[src/rtl/barrel_shifter_pkg.sv]
// ---------------------------------------------------------------------------
// barrel_shifter_pkg
//
// Shared definitions for the pipelined barrel shifter/rotator:
//   - operation codes (OP_SRL .. OP_ROL); codes above OP_ROL are reserved
//     and pass the operand through unchanged
//   - is_left(op)       : op runs on the bit-reversed operand (SLL, ROL)
//   - is_rotate(op)     : shifted-out bits are fed back in (ROR, ROL)
//   - is_defined_op(op) : op actually shifts (reserved codes do not)
// ---------------------------------------------------------------------------
package barrel_shifter_pkg;

    localparam logic [2:0] OP_SRL = 3'b000;
    localparam logic [2:0] OP_SRA = 3'b001;
    localparam logic [2:0] OP_SLL = 3'b010;
    localparam logic [2:0] OP_ROR = 3'b011;
    localparam logic [2:0] OP_ROL = 3'b100;

    function automatic logic is_left(input logic [2:0] op);
        return (op == OP_SLL) || (op == OP_ROL);
    endfunction

    function automatic logic is_rotate(input logic [2:0] op);
        return (op == OP_ROR) || (op == OP_ROL);
    endfunction

    function automatic logic is_defined_op(input logic [2:0] op);
        return (op <= OP_ROL);
    endfunction

endpackage

[src/rtl/barrel_shift_stage.sv]
// ---------------------------------------------------------------------------
// barrel_shift_stage
//
// One level of the right-shift datapath plus its pipeline register.
// When amount bit log2(SHIFT) is set the operand moves right by SHIFT
// positions; the vacated top bits are filled according to the op:
// zeros (SRL/SLL), the entry sign (SRA) or the bits shifted out (rotates).
// Reserved op codes never shift.
//
// Handshake (both sides): a transfer happens on a rising edge where
// valid & ready are both 1. ready_o = ~valid_q | ready_i, so an empty
// stage always accepts (bubbles collapse) and a full stage accepts only
// when its content leaves in the same cycle. A stalled stage holds all
// of its registers unchanged. flush_i clears valid on the next edge and
// wins over any transfer in that cycle.
//
// Ports:
//   clk, rst_n        clock, asynchronous active-low reset
//   flush_i           kill the op held in this stage
//   valid_i/ready_o   upstream handshake
//   data_i .. tag_i   upstream payload (data, amount, op, sign, tag)
//   valid_o/ready_i   downstream handshake
//   data_o .. tag_o   registered payload towards the next stage
// ---------------------------------------------------------------------------
module barrel_shift_stage
    import barrel_shifter_pkg::*;
#(
    parameter  int WIDTH  = 16,
    parameter  int TAG_W  = 4,
    parameter  int SHIFT  = 1,
    localparam int LEVELS = $clog2(WIDTH),
    localparam int BIT    = $clog2(SHIFT)
) (
    input  logic              clk,
    input  logic              rst_n,
    input  logic              flush_i,
    input  logic              valid_i,
    output logic              ready_o,
    input  logic [WIDTH-1:0]  data_i,
    input  logic [LEVELS-1:0] amt_i,
    input  logic [2:0]        op_i,
    input  logic              sign_i,
    input  logic [TAG_W-1:0]  tag_i,
    output logic              valid_o,
    input  logic              ready_i,
    output logic [WIDTH-1:0]  data_o,
    output logic [LEVELS-1:0] amt_o,
    output logic [2:0]        op_o,
    output logic              sign_o,
    output logic [TAG_W-1:0]  tag_o
);

    logic              valid_q;
    logic [WIDTH-1:0]  data_q;
    logic [WIDTH-1:0]  data_d;
    logic [LEVELS-1:0] amt_q;
    logic [2:0]        op_q;
    logic              sign_q;
    logic [TAG_W-1:0]  tag_q;

    logic [SHIFT-1:0]  fill;
    logic [WIDTH-1:0]  shifted;

    // One mux level of the right-shift datapath.
    always_comb begin
        fill = '0;
        if (is_rotate(op_i)) begin
            fill = data_i[SHIFT-1:0];
        end else if (op_i == OP_SRA) begin
            fill = {SHIFT{sign_i}};
        end
        shifted = {fill, data_i[WIDTH-1:SHIFT]};
        data_d  = (amt_i[BIT] && is_defined_op(op_i)) ? shifted : data_i;
    end

    assign ready_o = ~valid_q | ready_i;

    always_ff @(posedge clk or negedge rst_n) begin
        if (!rst_n) begin
            valid_q <= 1'b0;
            data_q  <= '0;
            amt_q   <= '0;
            op_q    <= OP_SRL;
            sign_q  <= 1'b0;
            tag_q   <= '0;
        end else begin
            if (flush_i) begin
                valid_q <= 1'b0;
            end else if (ready_o) begin
                valid_q <= valid_i;
            end
            // Payload only moves on an accepted transfer; otherwise it holds.
            if (ready_o && valid_i) begin
                data_q <= data_d;
                amt_q  <= amt_i;
                op_q   <= op_i;
                sign_q <= sign_i;
                tag_q  <= tag_i;
            end
        end
    end

    assign valid_o = valid_q;
    assign data_o  = data_q;
    assign amt_o   = amt_q;
    assign op_o    = op_q;
    assign sign_o  = sign_q;
    assign tag_o   = tag_q;

endmodule

[src/rtl/barrel_shifter_pipe.sv]
// ---------------------------------------------------------------------------
// barrel_shifter_pipe
//
// Pipelined barrel shifter/rotator: SRL, SRA, SLL, ROR, ROL on a WIDTH-bit
// operand, one shift level per pipeline stage (LEVELS = log2(WIDTH) stages),
// one op per cycle throughput, sideband tag returned with the result.
// Left ops are turned into right ops by bit-reversing the operand on entry
// and the result on exit. The SRA sign is captured once at entry and
// travels with the op.
//
// Handshake: request accepted on an edge with in_valid & in_ready; result
// consumed on an edge with out_valid & out_ready. in_ready depends
// combinationally on out_ready through the per-stage ready chain; there is
// no other input-to-output combinational path. flush kills every in-flight
// op (and any request offered in the same cycle) on the next edge.
//
// Ports:
//   clk, rst_n                       clock, asynchronous active-low reset
//   flush                            synchronous kill of all in-flight ops
//   in_valid/in_ready                request handshake
//   in_data, in_amount, in_op, in_tag request payload
//   out_valid/out_ready              result handshake
//   out_data, out_tag                result payload
// ---------------------------------------------------------------------------
module barrel_shifter_pipe
    import barrel_shifter_pkg::*;
#(
    parameter  int WIDTH  = 16,
    parameter  int TAG_W  = 4,
    localparam int LEVELS = $clog2(WIDTH)
) (
    input  logic              clk,
    input  logic              rst_n,
    input  logic              flush,
    input  logic              in_valid,
    output logic              in_ready,
    input  logic [WIDTH-1:0]  in_data,
    input  logic [LEVELS-1:0] in_amount,
    input  logic [2:0]        in_op,
    input  logic [TAG_W-1:0]  in_tag,
    output logic              out_valid,
    input  logic              out_ready,
    output logic [WIDTH-1:0]  out_data,
    output logic [TAG_W-1:0]  out_tag
);

    // Index k is the input of stage k; index LEVELS is the pipe output.
    logic              valid_s [LEVELS+1];
    logic [WIDTH-1:0]  data_s  [LEVELS+1];
    logic [LEVELS-1:0] amt_s   [LEVELS+1];
    logic [2:0]        op_s    [LEVELS+1];
    logic              sign_s  [LEVELS+1];
    logic [TAG_W-1:0]  tag_s   [LEVELS+1];

    logic [WIDTH-1:0]  entry_rev;
    logic [WIDTH-1:0]  exit_rev;

    always_comb begin
        entry_rev = '0;
        exit_rev  = '0;
        for (int i = 0; i < WIDTH; i++) begin
            entry_rev[i] = in_data[WIDTH-1-i];
            exit_rev[i]  = data_s[LEVELS][WIDTH-1-i];
        end
    end

    // Entry: reverse for left ops, latch the sign for SRA.
    assign valid_s[0] = in_valid;
    assign data_s[0]  = is_left(in_op) ? entry_rev : in_data;
    assign amt_s[0]   = in_amount;
    assign op_s[0]    = in_op;
    assign sign_s[0]  = in_data[WIDTH-1];
    assign tag_s[0]   = in_tag;

    // Each stage keeps its own ready pair so the ready chain stays a set of
    // distinct signals rather than one vector feeding itself.
    for (genvar k = 0; k < LEVELS; k++) begin : g_stage
        logic rdy_up;
        logic rdy_dn;

        if (k == LEVELS - 1) begin : g_tail
            assign rdy_dn = out_ready;
        end else begin : g_body
            assign rdy_dn = g_stage[k+1].rdy_up;
        end

        barrel_shift_stage #(
            .WIDTH (WIDTH),
            .TAG_W (TAG_W),
            .SHIFT (1 << k)
        ) u_stage (
            .clk     (clk),
            .rst_n   (rst_n),
            .flush_i (flush),
            .valid_i (valid_s[k]),
            .ready_o (rdy_up),
            .data_i  (data_s[k]),
            .amt_i   (amt_s[k]),
            .op_i    (op_s[k]),
            .sign_i  (sign_s[k]),
            .tag_i   (tag_s[k]),
            .valid_o (valid_s[k+1]),
            .ready_i (rdy_dn),
            .data_o  (data_s[k+1]),
            .amt_o   (amt_s[k+1]),
            .op_o    (op_s[k+1]),
            .sign_o  (sign_s[k+1]),
            .tag_o   (tag_s[k+1])
        );
    end

    assign in_ready = g_stage[0].rdy_up;

    // Exit: undo the entry reversal for left ops.
    assign out_valid = valid_s[LEVELS];
    assign out_data  = is_left(op_s[LEVELS]) ? exit_rev : data_s[LEVELS];
    assign out_tag   = tag_s[LEVELS];

    // Amount and sign are fully consumed by the last stage.
    logic unused_tail;
    assign unused_tail = ^{amt_s[LEVELS], sign_s[LEVELS]};

endmodule

[config.mk]
export PLATFORM = sky130hd
export DESIGN_NAME = barrel_shifter_pipe
export DESIGN_NICKNAME = d
export VERILOG_FILES = /design/src/rtl/barrel_shifter_pkg.sv /design/src/rtl/barrel_shift_stage.sv /design/src/rtl/barrel_shifter_pipe.sv
export SDC_FILE = /design/constraint.sdc
export NUM_CORES = 1
export LEC_CHECK = 0
export ABC_AREA = 1
export CORE_ASPECT_RATIO = 2
export CORE_UTILIZATION = 40
export DETAILED_ROUTE_END_ITERATION = 16
export PLACE_DENSITY = 0.62
export SLEW_MARGIN = 10
export SYNTH_ARGS = -nofsm -noshare
export SYNTH_HDL_FRONTEND = slang
export SYNTH_SLANG_ARGS = --single-unit
[constraint.sdc]
create_clock -name clk -period 2.4 [get_ports clk]
set_input_delay 0.72 -clock clk [delete_from_list [all_inputs] [get_ports clk]]
set_output_delay 0.72 -clock clk [all_outputs]
set_load 0.03 [all_outputs]
==> run summary, run 1 <==
status - completed
Final Hold Vio Count - 0
Antenna Nets Post-Route - 0
post-synth design cell area - 0.00517 mm2
All-Layer GR Usage - 18.1%
Worst-Margin Slew - 0.863 ns
DIE AREA - 0.0134 mm2
Clock Tree Buf Depth - 2
Final Util - 50.1%
hold crit path type - primary input to async pin
CP required - 1.68 ns
met2 Track Usage GR - 34.0%
CTS clk-pin slew, worst paths - 0.06 ns
PD cells - 919 mW/mm2
sequential-to-total area share from yosys stat - 50.8%
dpl cells - 833
Congestion Overflow GR - 0
most common library cell in the layout ignoring fill and taps - nand2_1
layout cells sized above 1 - 11.8%
syn nets - 678
Die Y - 163 um
period utilization - 98.8%
Startpoint Class - register
Pleak - 2.94 nW
IO Port Bufs - 53
Die W - 82.4 um
clk_lat worst skew - 0.34 ns
Syn-to-layout area delta - 22.3%
clk root buf - clkbuf_16
grt met1 use - 18.0%
hpwl dp - 8040 um
final setup vio count - 0
Syn. warnings - 0
max-capacitance violation count - 0
mean area per synthesized cell - 8.01 um2
routed len/inst - 12.7 um
register area - 0.00263 mm2
DRC - 0
first-iteration detailed-routing DRC count - 173
fmax - 422 MHz
top cells by area, synth - dfrtp_1 (51%), o21ai_0 (11%), nand2_1 (8.6%)
fillcell total - 1246
Clock Sinks - 105
via count - 4411
DR vias/cell - 5.14
Critical R2R Capture - g_stage[0].u_stage.data_o[3]
Synth Instances - 646
most frequent cells in the layout - nand2_1 (119), o21ai_0 (112), dfrtp_1 (103)
Hold Buf Count CTS - 0
CP arrival - 1.65 ns
Max Slew Vio Count - 0
RSZ-0062 raised after global routing - true
drt pass-1 iters - 4
antenna diode count - 0
row count - 58
critical path type - register to output port
multi-input logic area - 0.00211 mm2
peak supply drop - 627 uV
Synth top area share - 50.8%
GRT busiest layer - met2
met3 usage in global routing - 3.08%
largest net degree at the start of global routing - 49
relative slew slack - 42.3%
crit path time final - 2.37 ns
Worst Skew - 0.00620 ns
flop-to-flop setup slack - 0.61 ns
worst-path fanout max - 8
# H-tree levels - 3
worst r2r path cells - 8
critical path capture point type - output port
number of global-route vias before repair - 4314
IO Pins - 54
WL final - 10900 um
non-filler cells, final - 859
Critical R2R Launch - g_stage[3].u_stage.valid_o
initial antenna violation count - 0
final net count - 736
synthesis-stage register bit count - 105
Core Box Area - 0.0126 mm2
CTS Buf Count - 9
synth unique cells - 25
first-pass GRT wire length - 18800 um
largest area contributor in the netlist - dfrtp_1
initial core utilization - 41.0%
TritonCTS clock tree - done
gpl congestion - 0.799
==> per-stage QoR <==
| stage | setup TNS [ns] | instance area (um2) | total power, mW | setup WS (ns) | hold slack, ns |
|---|---|---|---|---|---|
| floorplan | 0 | 5170 | 3.42 | 0.160 | 0.424 |
| global placement | -0.520 | 5850 | 3.93 | -0.520 | 0.475 |
| detailed placement | -1.07 | 5850 | 3.99 | -0.530 | 0.483 |
| CTS | 0 | 6260 | 5.79 | 0.00659 | 0.332 |
| global route | -0.320 | 6330 | 6.19 | -0.0496 | 0.353 |
| finish | 0 | 6330 | 5.81 | 0.0285 | 0.320 |
==> area by class of cell <==
class	instances	area share [%]
inverter	87	5.16
tap	150	2.97
multi-input combinational	424	33.3
clock buffer	11	3.68
clock inverter	5	2.02
timing repair buffer	77	11.3
sequential	105	41.6
==> kinds of logic after synthesis <==
logic type	count (synthesis)	synth area share (%)
compound gates	207	20.4
buf+inv	120	9.82
flops	105	50.8
simple gates	214	19.0
==> metal layers <==
layer / part of all wire, % / wire (um) / vias to the layer above
met5: 0 / 0 / -
met2: 58 / 6290 / 76
li1: - / - / 2265
met1: 38 / 4140 / 2054
met4: 1.8 / 198 / 0
met3: 2.2 / 244 / 16
==> worst max-delay path by stage <==
stage,start,end
after CTS,g_stage[3].u_stage.op_o[1],out_data[5]
final,g_stage[3].u_stage.op_o[2],out_data[1]
after floorplan,g_stage[3].u_stage.op_o[2],out_data[13]
after detailed placement,out_ready,in_ready
after global routing,g_stage[3].u_stage.op_o[2],out_data[1]
after global placement,out_ready,in_ready
==> critical path, stage by stage (launching register included) <==
cell,delay (ns)
dfrtp_2,0.43
a21oi_4,0.31
o21ai_4,0.16
a21oi_1,0.21
buf_4,0.19
==> what timing repair did <==
item                                   CTS  global route
setup endpoints to repair               17            16
endpoints found under the hold margin    0             0
gates cloned                             1             2
setup buffers                            1             6
resized for setup                       14             5
pin swaps                                3             1
==> synth_stat cells <==
| master | count |
|---|---|
| nand2_1 | 119 |
| o21ai_0 | 116 |
| dfrtp_1 | 105 |
| inv_1 | 82 |
| a21oi_1 | 57 |
| nand3_1 | 47 |
| o21ai_1 | 26 |
| buf_2 | 16 |
| nand4_1 | 16 |
| nor2_1 | 16 |
| clkbuf_1 | 10 |
| inv_2 | 5 |
| nand2_2 | 5 |
| o22ai_1 | 5 |
| buf_6 | 4 |
| nor2_4 | 3 |
| nor3_1 | 3 |
| a21oi_2 | 2 |
| buf_4 | 2 |
| nand3_4 | 2 |
| buf_1 | 1 |
| nand2_4 | 1 |
| nand3_2 | 1 |
| nor2_2 | 1 |
| o21ai_2 | 1 |
==> registers in the layout, indices dropped and copies added (netlist names) <==
register,cells
g_stage.u_stage.data_o,64
g_stage.u_stage.tag_o,16
g_stage.u_stage.op_o,12
g_stage.u_stage.amt_o,6
g_stage.u_stage.valid_o,4
g_stage.u_stage.sign_o,3
==> power breakdown <==
part           switching (mW)  internal [mW]  total [mW]
sequential              0.188           2.13        2.32
combinational            1.12          0.640        1.76
clock                   0.608           1.12        1.73
total                    1.92           3.89        5.81
Power figures use the tool's default switching activity.
==> inputs of run 2 (changes only) <==
--- a/config.mk
+++ b/config.mk
@@ -6,7 +6,7 @@
 export NUM_CORES = 1
 export LEC_CHECK = 0
 export ABC_AREA = 1
-export CORE_ASPECT_RATIO = 2
+export CORE_ASPECT_RATIO = 1.4
 export CORE_UTILIZATION = 40
 export DETAILED_ROUTE_END_ITERATION = 16
 export PLACE_DENSITY = 0.62
==> run summary, run 2 (synthesis results as in run 1) <==
status - finished with violations
failing checks - DRC
Final Hold Vio Count - 0
largest net degree at the start of global routing - 82
Worst-Margin Slew - 0.867 ns
critical path's slowest cell - dfrtp_2
number of global-route vias before repair - 4111
clk_lat worst skew - 0.34 ns
DR vias/cell - 5.09
initial antenna violation count - 0
clk root buf - clkbuf_16
TritonCTS clock tree - done
antenna diode count - 0
delay of the slowest cell on the worst path - 0.45 ns
hold crit path type - primary input to async pin
IO Pins - 54
most frequent cells in the layout - nand2_1 (119), o21ai_0 (109), dfrtp_1 (103)
Hold Buf Count CTS - 0
critical path capture point type - output port
DIE AREA - 0.0134 mm2
final setup vio count - 0
# H-tree levels - 3
max-capacitance violation count - 0
initial core utilization - 41.4%
fmax - 430 MHz
All-Layer GR Usage - 17.3%
Design Area, Final - 0.00627 mm2
gpl congestion - 0.796
final net count - 732
drt pass-1 iters - 12
period utilization - 97.0%
IO Port Bufs - 53
hpwl dp - 7740 um
first-pass GRT wire length - 18700 um
crit path time final - 2.33 ns
Largest register FFs - 64
CTS Buf Count - 9
Antenna Nets Post-Route - 0
WL final - 10800 um
Pleak - 2.90 nW
most common library cell in the layout ignoring fill and taps - nand2_1
area post-placement - 0.00580 mm2
DRC - 1
CP arrival - 1.61 ns
Clock Sinks - 105
critical path type - register to output port
hold slack - 0.281 ns
routed len/inst - 12.7 um
row count - 48
Clock Tree Buf Depth - 2
relative slew slack - 42.1%
PD cells - 908 mW/mm2
CP delay by family, top - compound AO/OA/AOI/OAI gates
Die W - 98.1 um
Worst Skew - 0.00561 ns
Max Slew Vio Count - 0
ordered list of cells on the worst path - a21oi_4, buf_12, o21ai_4, a21oi_1, buf_4
RSZ-0062 raised after global routing - false
worst-path fanout max - 8
WP buf/inv - 2
peak supply drop - 403 uV
CTS clk-pin slew, worst paths - 0.06 ns
Syn-to-layout area delta - 21.2%
Startpoint Class - register
Core Box Area - 0.0125 mm2
Die Y - 137 um
Congestion Overflow GR - 0
first-iteration detailed-routing DRC count - 200
CP required - 1.68 ns
layout cells sized above 1 - 12.5%
via count - 4349
Final Util - 50.2%
[run 2: path summary, 6_finish.rpt]
check / to / slack [ns] / start / cells after the start
setup / recovery: out_data[5] / 0.07 / g_stage[3].u_stage.op_o[1] / 5
hold / removal: g_stage[3].u_stage.tag_o[2] / 0.28 / rst_n / 1
setup reg to reg: g_stage[0].u_stage.data_o[8] / 0.61 / g_stage[3].u_stage.valid_o / 8
hold reg to reg: g_stage[1].u_stage.amt_o[3] / 0.49 / g_stage[1].u_stage.amt_o[3] / 2
max in group asynchronous: g_stage[1].u_stage.data_o[7] / 1.41 / rst_n / 2
min in group clk: g_stage[1].u_stage.amt_o[3] / 0.49 / g_stage[1].u_stage.amt_o[3] / 2
[run 2: what timing repair did]
action                                  4_1_cts  5_1_grt
endpoints found under the setup margin       17       16
cloned                                        1        2
buffers inserted                              1        3
hold endpoints to repair                      0        0
pin swaps                                     2        5
resized for setup                            12       18
[run 2: layout make-up]
class	count	area, um2
Fill cell	1217	6220
Sequential cell	105	2630
Multi-Input combinational cell	424	2130
Timing Repair Buffer	73	663
Inverter	87	327
Clock buffer	11	253
Tap cell	150	188
Clock inverter	5	77.6
[run 2: where the power goes]
group	leakage (nW)	switching, mW	internal (mW)	total (mW)
logic	1.43	1.13	0.651	1.78
clock network	0.162	0.617	0.967	1.58
registers	1.31	0.201	2.13	2.33
total	2.90	1.95	3.74	5.69
[run 2: through the flow]
stage               std cells  power, mW  setup slack [ns]  setup TNS, ns
floorplan                 646       3.42             0.160              0
global placement          832       3.92            -0.519         -0.519
detailed placement        832       3.97            -0.517         -0.746
CTS                       850       5.61          -0.00545       -0.00545
global route              855       6.06           0.00398              0
finish                    855       5.69            0.0728              0
[run 2: worst reg2reg max path, cell delays in order (launching register included)]
cell     delay, ns
dfrtp_1       0.38
inv_1         0.09
nor2_4        0.04
nand3_2       0.08
nor2_4        0.05
buf_4         0.13
nor2_4        0.65
nand3_1       0.16
o21ai_0       0.12
[run 2: routing by layer]
metal / track usage (%) / up-vias / share of wire, %
met2: 31.5 / 60 / 52
li1: - / 2257 / -
met1: 21.1 / 2024 / 45
met5: 0 / - / 0
met3: 2.66 / 8 / 2.2
met4: 5.56 / 0 / 1.1
==> inputs of run 3 (changes only) <==
--- a/config.mk
+++ b/config.mk
@@ -6,11 +6,11 @@
 export NUM_CORES = 1
 export LEC_CHECK = 0
 export ABC_AREA = 1
+export ABC_CLOCK_PERIOD_IN_PS = 2400
 export CORE_ASPECT_RATIO = 1.4
 export CORE_UTILIZATION = 40
 export DETAILED_ROUTE_END_ITERATION = 16
 export PLACE_DENSITY = 0.62
-export SLEW_MARGIN = 10
 export SYNTH_ARGS = -nofsm -noshare
 export SYNTH_HDL_FRONTEND = slang
 export SYNTH_SLANG_ARGS = --single-unit
==> results of run 3 <==
Final layout, timing and power as in run 2 (identical DEF).
